### src/rtl/ezusb_gpio_pkg.sv
// Shared types and helpers for the EZ-USB GPIO control stage.
package ezusb_gpio_pkg;

   localparam int GPIO_WIDTH = 4;

   // Per-line output pulse state
   typedef enum logic {
      PS_IDLE   = 1'b0,
      PS_ACTIVE = 1'b1
   } pulse_state_e;

   // Bits needed to hold any value 0..max_val
   function automatic int cnt_width(input int max_val);
      return $clog2(max_val + 1);
   endfunction

endpackage

### src/rtl/gpio_debounce_bit.sv
// Single-line synchronizer, debounce filter and edge detector.
// A level change is accepted only after DEBOUNCE_CYCLES consecutive
// synchronized samples disagree with the current level.
module gpio_debounce_bit
   import ezusb_gpio_pkg::*;
#(
   parameter int DEBOUNCE_CYCLES = 16
) (
   input  logic clk,
   input  logic reset,
   input  logic gpio_in,
   output logic level,
   output logic rise,
   output logic fall
);

   localparam int              CW       = cnt_width(DEBOUNCE_CYCLES);
   localparam logic [CW-1:0]   CNT_LAST = CW'(DEBOUNCE_CYCLES - 1);

   logic          sync_q, sync_d;
   logic [CW-1:0] cnt_q, cnt_d;
   logic          level_q, level_d;
   logic          rise_q, rise_d;
   logic          fall_q, fall_d;

   // Next-state for the filter: count disagreeing samples, flip level on the last one
   always_comb begin
      sync_d  = gpio_in;
      cnt_d   = cnt_q;
      level_d = level_q;
      rise_d  = 1'b0;
      fall_d  = 1'b0;
      if (sync_q != level_q) begin
         if (cnt_q == CNT_LAST) begin
            level_d = sync_q;
            cnt_d   = '0;
            rise_d  = sync_q;
            fall_d  = ~sync_q;
         end else begin
            cnt_d = cnt_q + CW'(1);
         end
      end else begin
         cnt_d = '0;
      end
   end

   // State registers; reset clears everything without producing strobes
   always_ff @(posedge clk) begin
      if (reset) begin
         sync_q  <= 1'b0;
         cnt_q   <= '0;
         level_q <= 1'b0;
         rise_q  <= 1'b0;
         fall_q  <= 1'b0;
      end else begin
         sync_q  <= sync_d;
         cnt_q   <= cnt_d;
         level_q <= level_d;
         rise_q  <= rise_d;
         fall_q  <= fall_d;
      end
   end

   assign level = level_q;
   assign rise  = rise_q;
   assign fall  = fall_q;

endmodule

### src/rtl/ezusb_gpio_ctl.sv
// GPIO control stage between user logic and the wired-or pad block.
// Inputs are synchronized, debounced and edge-detected per line; outputs
// are a static drive OR'ed with fixed-length, non-retriggerable pulses.
// Optional feature macro: GPIO_EVENT_LATCH_EN adds sticky edge events and irq.
// The event output is called event_flag because 'event' is a keyword.
module ezusb_gpio_ctl
   import ezusb_gpio_pkg::*;
#(
   parameter int DEBOUNCE_CYCLES = 16,
   parameter int PULSE_CYCLES    = 256
) (
   input  logic                  clk,
   input  logic                  reset,
   input  logic [GPIO_WIDTH-1:0] gpio_in,
   output logic [GPIO_WIDTH-1:0] gpio_out,
   output logic [GPIO_WIDTH-1:0] level,
   output logic [GPIO_WIDTH-1:0] rise,
   output logic [GPIO_WIDTH-1:0] fall,
   input  logic [GPIO_WIDTH-1:0] drive,
   input  logic [GPIO_WIDTH-1:0] pulse_req,
   output logic [GPIO_WIDTH-1:0] pulse_busy
`ifdef GPIO_EVENT_LATCH_EN
   ,
   input  logic [GPIO_WIDTH-1:0] event_clr,
   output logic [GPIO_WIDTH-1:0] event_flag,
   output logic                  irq
`endif
);

   localparam int            PW        = cnt_width(PULSE_CYCLES);
   localparam logic [PW-1:0] PCNT_LOAD = PW'(PULSE_CYCLES - 1);

   // Input path: one filter per line
   for (genvar g = 0; g < GPIO_WIDTH; g++) begin : g_db
      gpio_debounce_bit #(
         .DEBOUNCE_CYCLES(DEBOUNCE_CYCLES)
      ) u_db (
         .clk    (clk),
         .reset  (reset),
         .gpio_in(gpio_in[g]),
         .level  (level[g]),
         .rise   (rise[g]),
         .fall   (fall[g])
      );
   end

   pulse_state_e          ps_q   [GPIO_WIDTH];
   pulse_state_e          ps_d   [GPIO_WIDTH];
   logic [PW-1:0]         pcnt_q [GPIO_WIDTH];
   logic [PW-1:0]         pcnt_d [GPIO_WIDTH];
   logic [GPIO_WIDTH-1:0] busy_q, busy_d;
   logic [GPIO_WIDTH-1:0] gpio_out_q, gpio_out_d;

   // Pulse FSM next-state; requests are only honoured from IDLE
   always_comb begin
      for (int i = 0; i < GPIO_WIDTH; i++) begin
         ps_d[i]   = ps_q[i];
         pcnt_d[i] = pcnt_q[i];
         busy_d[i] = busy_q[i];
         case (ps_q[i])
            PS_IDLE: begin
               if (pulse_req[i]) begin
                  ps_d[i]   = PS_ACTIVE;
                  pcnt_d[i] = PCNT_LOAD;
                  busy_d[i] = 1'b1;
               end
            end
            PS_ACTIVE: begin
               if (pcnt_q[i] == '0) begin
                  ps_d[i]   = PS_IDLE;
                  busy_d[i] = 1'b0;
               end else begin
                  pcnt_d[i] = pcnt_q[i] - PW'(1);
                  busy_d[i] = 1'b1;
               end
            end
         endcase
      end
      // Uses next busy so gpio_out and pulse_busy rise and fall together
      gpio_out_d = drive | busy_d;
   end

   // Pulse FSM and output registers; reset aborts any pulse in flight
   always_ff @(posedge clk) begin
      if (reset) begin
         for (int i = 0; i < GPIO_WIDTH; i++) begin
            ps_q[i]   <= PS_IDLE;
            pcnt_q[i] <= '0;
         end
         busy_q     <= '0;
         gpio_out_q <= '0;
      end else begin
         for (int i = 0; i < GPIO_WIDTH; i++) begin
            ps_q[i]   <= ps_d[i];
            pcnt_q[i] <= pcnt_d[i];
         end
         busy_q     <= busy_d;
         gpio_out_q <= gpio_out_d;
      end
   end

   assign pulse_busy = busy_q;
   assign gpio_out   = gpio_out_q;

`ifdef GPIO_EVENT_LATCH_EN
   logic [GPIO_WIDTH-1:0] event_q, event_d;
   logic                  irq_q, irq_d;

   // Sticky edge capture; a set in the same cycle as a clear takes priority
   always_comb begin
      event_d = (event_q & ~event_clr) | rise | fall;
      irq_d   = |event_d;
   end

   // Event and interrupt registers
   always_ff @(posedge clk) begin
      if (reset) begin
         event_q <= '0;
         irq_q   <= 1'b0;
      end else begin
         event_q <= event_d;
         irq_q   <= irq_d;
      end
   end

   assign event_flag = event_q;
   assign irq        = irq_q;
`endif

endmodule

### config.mk
export PLATFORM = sky130hd
export DESIGN_NAME = ezusb_gpio_ctl
export DESIGN_NICKNAME = d
export VERILOG_FILES = /design/src/rtl/ezusb_gpio_pkg.sv /design/src/rtl/gpio_debounce_bit.sv /design/src/rtl/ezusb_gpio_ctl.sv
export SDC_FILE = /design/constraint.sdc
export NUM_CORES = 1
export LEC_CHECK = 0
export ABC_AREA = 1
export CAP_MARGIN = 20
export CORE_MARGIN = 2
export CORE_UTILIZATION = 60
export CTS_CLUSTER_SIZE = 20
export DETAILED_ROUTE_END_ITERATION = 16
export PLACE_DENSITY = 0.91
export SLEW_MARGIN = 20
export SYNTH_ARGS = -nofsm -noshare
export SYNTH_HDL_FRONTEND = slang
export SYNTH_HIERARCHICAL = 1
export SYNTH_SLANG_ARGS = --single-unit
### constraint.sdc
create_clock -name clk -period 2.3 [get_ports clk]
set_input_delay 0.46 -clock clk [delete_from_list [all_inputs] [get_ports clk]]
set_output_delay 0.46 -clock clk [all_outputs]
set_load 0.1 [all_outputs]
==> results of run 1 <==
==> metrics by stage <==
stage	util, %	cell area, µm²	hold slack, ps	power [µW]	worst slack (ps)
4_1_cts	70.4	4470	465	3340	713
3_3_place_gp	67.3	4270	439	2290	710
6_report	70.4	4470	462	3330	688
2_1_floorplan	-	3950	429	2180	794
5_1_grt	70.4	4470	486	3500	481
3_5_place_dp	67.3	4270	447	2320	635
==> routing by layer <==
metal / GRT usage [%] / vias to the layer above
met5: 0 / -
li1: - / 1812
met4: 9.67 / 0
met1: 26.0 / 1607
met2: 40.1 / 72
met3: 4.18 / 17
==> sequential cells by signal, summed over array words and instances, names as in the netlist <==
signal            cells
g_db.u_db/cnt_q      20
g_db.u_db/fall        4
g_db.u_db/level       4
g_db.u_db/rise        4
g_db.u_db/sync_q      4
gpio_out              4
pcnt_q               36
ps_q                  4
pulse_busy            4
==> cells in the mapped netlist (all sizes together) <==
library cell / number / share of area [%]
or2: 4 / 0.63
nor3: 4 / 0.51
buf: 5 / 1.2
a21oi: 41 / 5.5
ha: 12 / 3.8
nand3b: 4 / 0.76
a211oi: 3 / 0.57
nand4: 15 / 3.9
nand2: 132 / 14
o21ai: 10 / 1.3
xnor2: 4 / 0.89
nor2: 78 / 8.0
inv: 85 / 8.1
dfxtp: 84 / 43
clkbuf: 5 / 0.47
nand3: 57 / 7.3
a31oi: 4 / 0.63
==> kinds of logic after synthesis <==
family	share of synthesized area, %
fa+ha+maj	3.80
simple gates	35.0
compound gates	7.95
flops	42.5
xor+xnor	0.886
buf+inv	9.78
==> critical path: stages, from the launching register on <==
cell and delay [ps]:
dfxtp_1 330, inv_1 100, ha_1 280, nand3_1 160, nor2_2 210, nand2_2 130, nand2_4 130, nand2_1 70
a21oi_1 130
==> final cells by class <==
class | count | area [µm²] | share of cell area (%)
Multi-Input combinational cell | 368 | 1880 | 42.2
Sequential cell | 84 | 1680 | 37.6
Inverter | 85 | 322 | 7.20
Timing Repair Buffer | 35 | 290 | 6.50
Clock buffer | 12 | 145 | 3.25
Tap cell | 77 | 96.3 | 2.16
Clock inverter | 4 | 48.8 | 1.09
==> report_power, final <==
part	leakage, µW	internal (µW)	switching, µW	total, µW
clock network	0.000100	531	498	1030
logic	0.00118	219	423	642
registers	0.000692	1550	106	1650
==> path summary, 6_finish.rpt <==
kind                                   start      endpoint  slack [ps]  depth (start not counted)
worst min-delay path            pcnt_q[3][8]  pcnt_q[3][8]         460                          2
worst max register to register  pcnt_q[3][0]  pcnt_q[3][3]         690                          8
worst min register to register  pcnt_q[3][8]  pcnt_q[3][8]         460                          2
worst max-delay path            pcnt_q[3][0]  pcnt_q[3][3]         690                          8
==> layout by cell type (no fill, tap or decap) <==
master	Yosys	final
nand2_1	119	119
ha_1	12	12
a31oi_1	4	4
buf_4	2	22
nand2_4	4	4
clkbuf_8	0	10
nand3_2	1	1
a211oi_1	3	3
dfxtp_1	84	84
nand4_1	11	11
o21ai_0	10	10
inv_2	10	10
a21oi_1	38	38
nand3_1	56	56
clkdlybuf4s50_1	0	12
nand4_4	4	4
xnor2_1	4	4
or2_2	4	4
nor2_1	70	70
inv_1	74	74
buf_2	1	1
clkinv_4	0	1
clkbuf_1	5	2
nor2_4	1	1
nand2_2	9	9
a21oi_2	3	3
bufinv_16	0	1
inv_4	1	1
nor2_2	7	7
nor3_1	4	4
nand3b_1	4	4
clkinv_2	0	2
==> run metrics, run 1 <==
result of the run=completed; placed insts=649; RSZ-0062 raised after global routing=no; Pre-Repair DR Iteration Count=4; Lkg Pwr=0.00197 µW; Worst-path clk slew=80 ps; Nets=609; post-route ant nets=0; Fin Setup TNS=0 ps; Starting DRT DRC Count=196; Worst EP arrival=1890 ps; Post-CTS Setup Bufs=0; fillers=508; critical path class=flop to flop; worst-margin pin slew=425 ps; via count=3508; DR WL met2=3940 µm; total grt overflow=0; vias in the first global route=3324; Clock Latency Late Sink=350 ps; top routing layer used=met4; share of layout cells above drive strength 1=13.8%; Die Y=85.2 µm; wl on met1=3420 µm; fin crit share=70.1%; Total GRT Usage=22.4%; min-delay worst type=flop to flop; largest net degree at the start of global routing=24; synthesized flop and latch total=84; Max-Cap Viols=0; initial core utilization=62.2%; max_slew headroom=71.6%; Worst Skew=5.48 ps; Final setup viols=0; Via-to-Cell Ratio=5.28; die area=7250 µm²; cell area power density=744 nW/µm²; fin crit period=1610 ps; # hold bufs at CTS=0; core footprint=6350 µm²; initial antenna violation count=0; unique cell type count in the Yosys netlist=29; Final Instance Count excl. Fillers=665; Hold Vio Cnt, Final=0; final wirelength=7810 µm; DRC Markers=0; sequential fraction of the synthesis area=42.5%; Syn Inst Count=547; crit-path max FO=9; peak supply drop=0.000421 V; WL met3=302 µm; H-tree levels=3; CP startpoint kind=flop; Critical Path RT=2580 ps; Worst Setup End Kind=flop; post-DP HPWL=5680 µm; CTS tree=done; CTS max path bufs=2; # IOs=34; Placer Congestion=0.881; # port buffers=33; DR WL/cell=11.8 µm; n_diodes=0; post-synth net total=573; fmax=620 MHz; CTS root buffer=clkbuf_8; Die W=85.2 µm; clk sinks=84; clock buffer count from CTS=9; Synth Area per Inst=7.23 µm²; row cnt=29; Yosys Warn Count=6; Cell Area, Synth=3950 µm²; Area Growth Syn to Fin=13.0%; global-route wire length before repair=13500 µm; CTS resizes=0; fin. max-slew vios=0
(Power assumes the default switching activity.)
==> inputs of run 2 (changes only) <==
--- a/config.mk
+++ b/config.mk
@@ -8,10 +8,10 @@
 export ABC_AREA = 1
 export CAP_MARGIN = 20
 export CORE_MARGIN = 2
-export CORE_UTILIZATION = 60
+export CORE_UTILIZATION = 57
 export CTS_CLUSTER_SIZE = 20
 export DETAILED_ROUTE_END_ITERATION = 16
-export PLACE_DENSITY = 0.91
+export PLACE_DENSITY = 0.88
 export SLEW_MARGIN = 20
 export SYNTH_ARGS = -nofsm -noshare
 export SYNTH_HDL_FRONTEND = slang
==> constraint.sdc (replaced) <==
create_clock -name clk -period 1.5 [get_ports clk]
set_input_delay 0.3 -clock clk [delete_from_list [all_inputs] [get_ports clk]]
set_output_delay 0.3 -clock clk [all_outputs]
set_load 0.1 [all_outputs]
==> run 2 against run 1 <==
Effect of this change:
- design area is 11% higher
- largest cell class unchanged
- critical endpoint is now pcnt_q[3][1]
- combinational power is 87% higher
- global-route usage is 0.18 points higher
- highest routed layer unchanged
- sequential share of layout area is 3.6 points lower
==> run metrics, run 2 (synthesis results as in run 1) <==
min-delay worst type=input port to flop (was flop to flop); via count=3619 (was 3508); peak supply drop=0.000750 V (was 0.000421 V); pre-CTS setup slack=-9.48 ps (was 635 ps); initial antenna violation count=0 (unchanged); Pre-Repair DR Iteration Count=5 (was 4); CTS tree=done (unchanged); cell area power density=1050 nW/µm² (was 744 nW/µm²); fin crit share=95.0% (was 70.1%); Hold Slack=387 ps (was 462 ps); Worst Setup End Kind=flop (unchanged); Total GRT Usage=22.6% (was 22.4%); vias in the first global route=3398 (was 3324); Via-to-Cell Ratio=5.28 (about the same); Starting DRT DRC Count=277 (was 196); hold_sp=reset (was pcnt_q[3][8]); worst reg2reg startpoint=pcnt_q[3][0] (unchanged); clk sinks=84 (unchanged); worst r2r path cells=8 (unchanged); Register Area=1690 µm² (was 1680 µm²); Nets=629 (was 609); leading cell type in the layout, fill and taps excluded=nand2_1 (unchanged); initial core utilization=58.5% (was 62.2%); Area Growth Syn to Fin=25.4% (was 13.0%); critical path class=flop to flop (unchanged); multi-input logic area=1960 µm² (was 1880 µm²); Worst-path clk slew=80 ps (about the same); worst-margin pin slew=396 ps (was 425 ps); Design Area, Final=4960 µm² (was 4470 µm²); max reg flops=36 (unchanged); total grt overflow=0 (unchanged); row cnt=30 (was 29); # hold bufs at CTS=0 (unchanged); Final setup viols=0 (unchanged); max_slew headroom=73.6% (was 71.6%); # port buffers=33 (unchanged); DP Area=4660 µm² (was 4270 µm²); final wirelength=8520 µm (was 7810 µm); n_diodes=0 (unchanged); Placer Congestion=0.927 (was 0.881); fin. max-slew vios=0 (unchanged); fmax=701 MHz (was 620 MHz); Worst EP arrival=1670 ps (was 1890 ps); total power=5180 µW (was 3330 µW); CTS max path bufs=2 (unchanged); Die Y=87.3 µm (was 85.2 µm); worst r2r dst=pcnt_q[3][1] (was pcnt_q[3][3]); H-tree levels=3 (unchanged); flop-to-flop setup slack=70 ps (was 690 ps); Critical Path RT=1740 ps (was 2580 ps); # IOs=34 (unchanged); Die W=87.3 µm (was 85.2 µm); Hold Vio Cnt, Final=0 (unchanged); DRC Markers=0 (unchanged); Lkg Pwr=0.00215 µW (was 0.00197 µW); post-route ant nets=0 (unchanged); hold path depth=3 (was 2); DR WL/cell=12.4 µm (was 11.8 µm); Worst Skew=7.26 ps (was 5.48 ps); Largest regs=pcnt_q x36, g_db.u_db/cnt_q x20 (unchanged); die area=7620 µm² (was 7250 µm²); largest net degree at the start of global routing=39 (was 24); result of the run=completed (unchanged); Hold EP=g_db[1].u_db/sync_q (was pcnt_q[3][8]); Clock Latency Late Sink=340 ps (was 350 ps); CTS root buffer=clkbuf_8 (unchanged); post-DP HPWL=6040 µm (was 5680 µm); Max-Cap Viols=0 (unchanged); share of layout cells above drive strength 1=19.6% (was 13.8%); final setup margin=74.5 ps (was 688 ps); global-route wire length before repair=13900 µm (was 13500 µm); crit-path max FO=5 (was 9); core footprint=6760 µm² (was 6350 µm²); Biggest register=pcnt_q (unchanged); clock buffer count from CTS=9 (unchanged); commonest cells after routing, fill and taps aside=nand2_1 (118), dfxtp_1 (78), inv_1 (72), nor2_1 (69), nand3_1 (54) (was nand2_1 (119), dfxtp_1 (84), inv_1 (74), nor2_1 (70), nand3_1 (56)); CP startpoint kind=flop (unchanged); fin crit period=1430 ps (was 1610 ps); fillers=505 (was 508)
==> run 2: repair_timing <==
item                                    CTS  global route
pin swaps                                 0             7
resized for setup                         1            20
setup buffers                             1             4
cloned                                    0             1
endpoints found under the setup margin    1            38
==> run 2: final cells by class <==
cell class                 count  area share [%]
multi-input combinational    369            39.6
sequential                    84            34.1
timing repair buffer          54            14.3
inverter                      85            6.49
clock buffer                  12            3.33
tap                           80            2.02
clock inverter                 2           0.202
==> run 2: worst max path at each step <==
stage,startpoint,end
after floorplan,pulse_busy[0],gpio_out[0]
after global placement,pulse_req[1],pcnt_q[1][7]
after detailed placement,pulse_req[1],pcnt_q[1][5]
after CTS,pcnt_q[1][0],pcnt_q[1][5]
after global routing,pcnt_q[0][0],pcnt_q[0][3]
final,pcnt_q[3][0],pcnt_q[3][1]
==> run 2: stage by stage <==
step	instances	utilization [%]	setup TNS (ps)
floorplan	547	-	0
global placement	666	69.0	0
detailed placement	666	69.0	-12.3
CTS	681	71.8	0
global route	686	73.4	-57.9
finish	686	73.4	0
==> run 2: critical path: stages (launching register included) <==
cell,delay (ps)
dfxtp_2,330
inv_1,90
ha_2,200
nand3_2,130
nor2_4,200
a21oi_1,80
buf_4,160
nor2_1,90
nor2_1,50
==> run 2: metal layers <==
layer | GRT usage [%] | wire [µm]
met5 | 0 | 0
met4 | 7.69 | 121
met3 | 5.97 | 316
met2 | 41.9 | 4540
met1 | 24.6 | 3540
==> run 2: report_power, final <==
group / internal [µW] / total [µW] / leakage [µW] / switching [µW]
sequential: 2380 / 2540 / 0.000695 / 161
clock: 714 / 1440 / 0.0000941 / 730
combinational: 480 / 1200 / 0.00136 / 723
total: 3570 / 5180 / 0.00215 / 1610
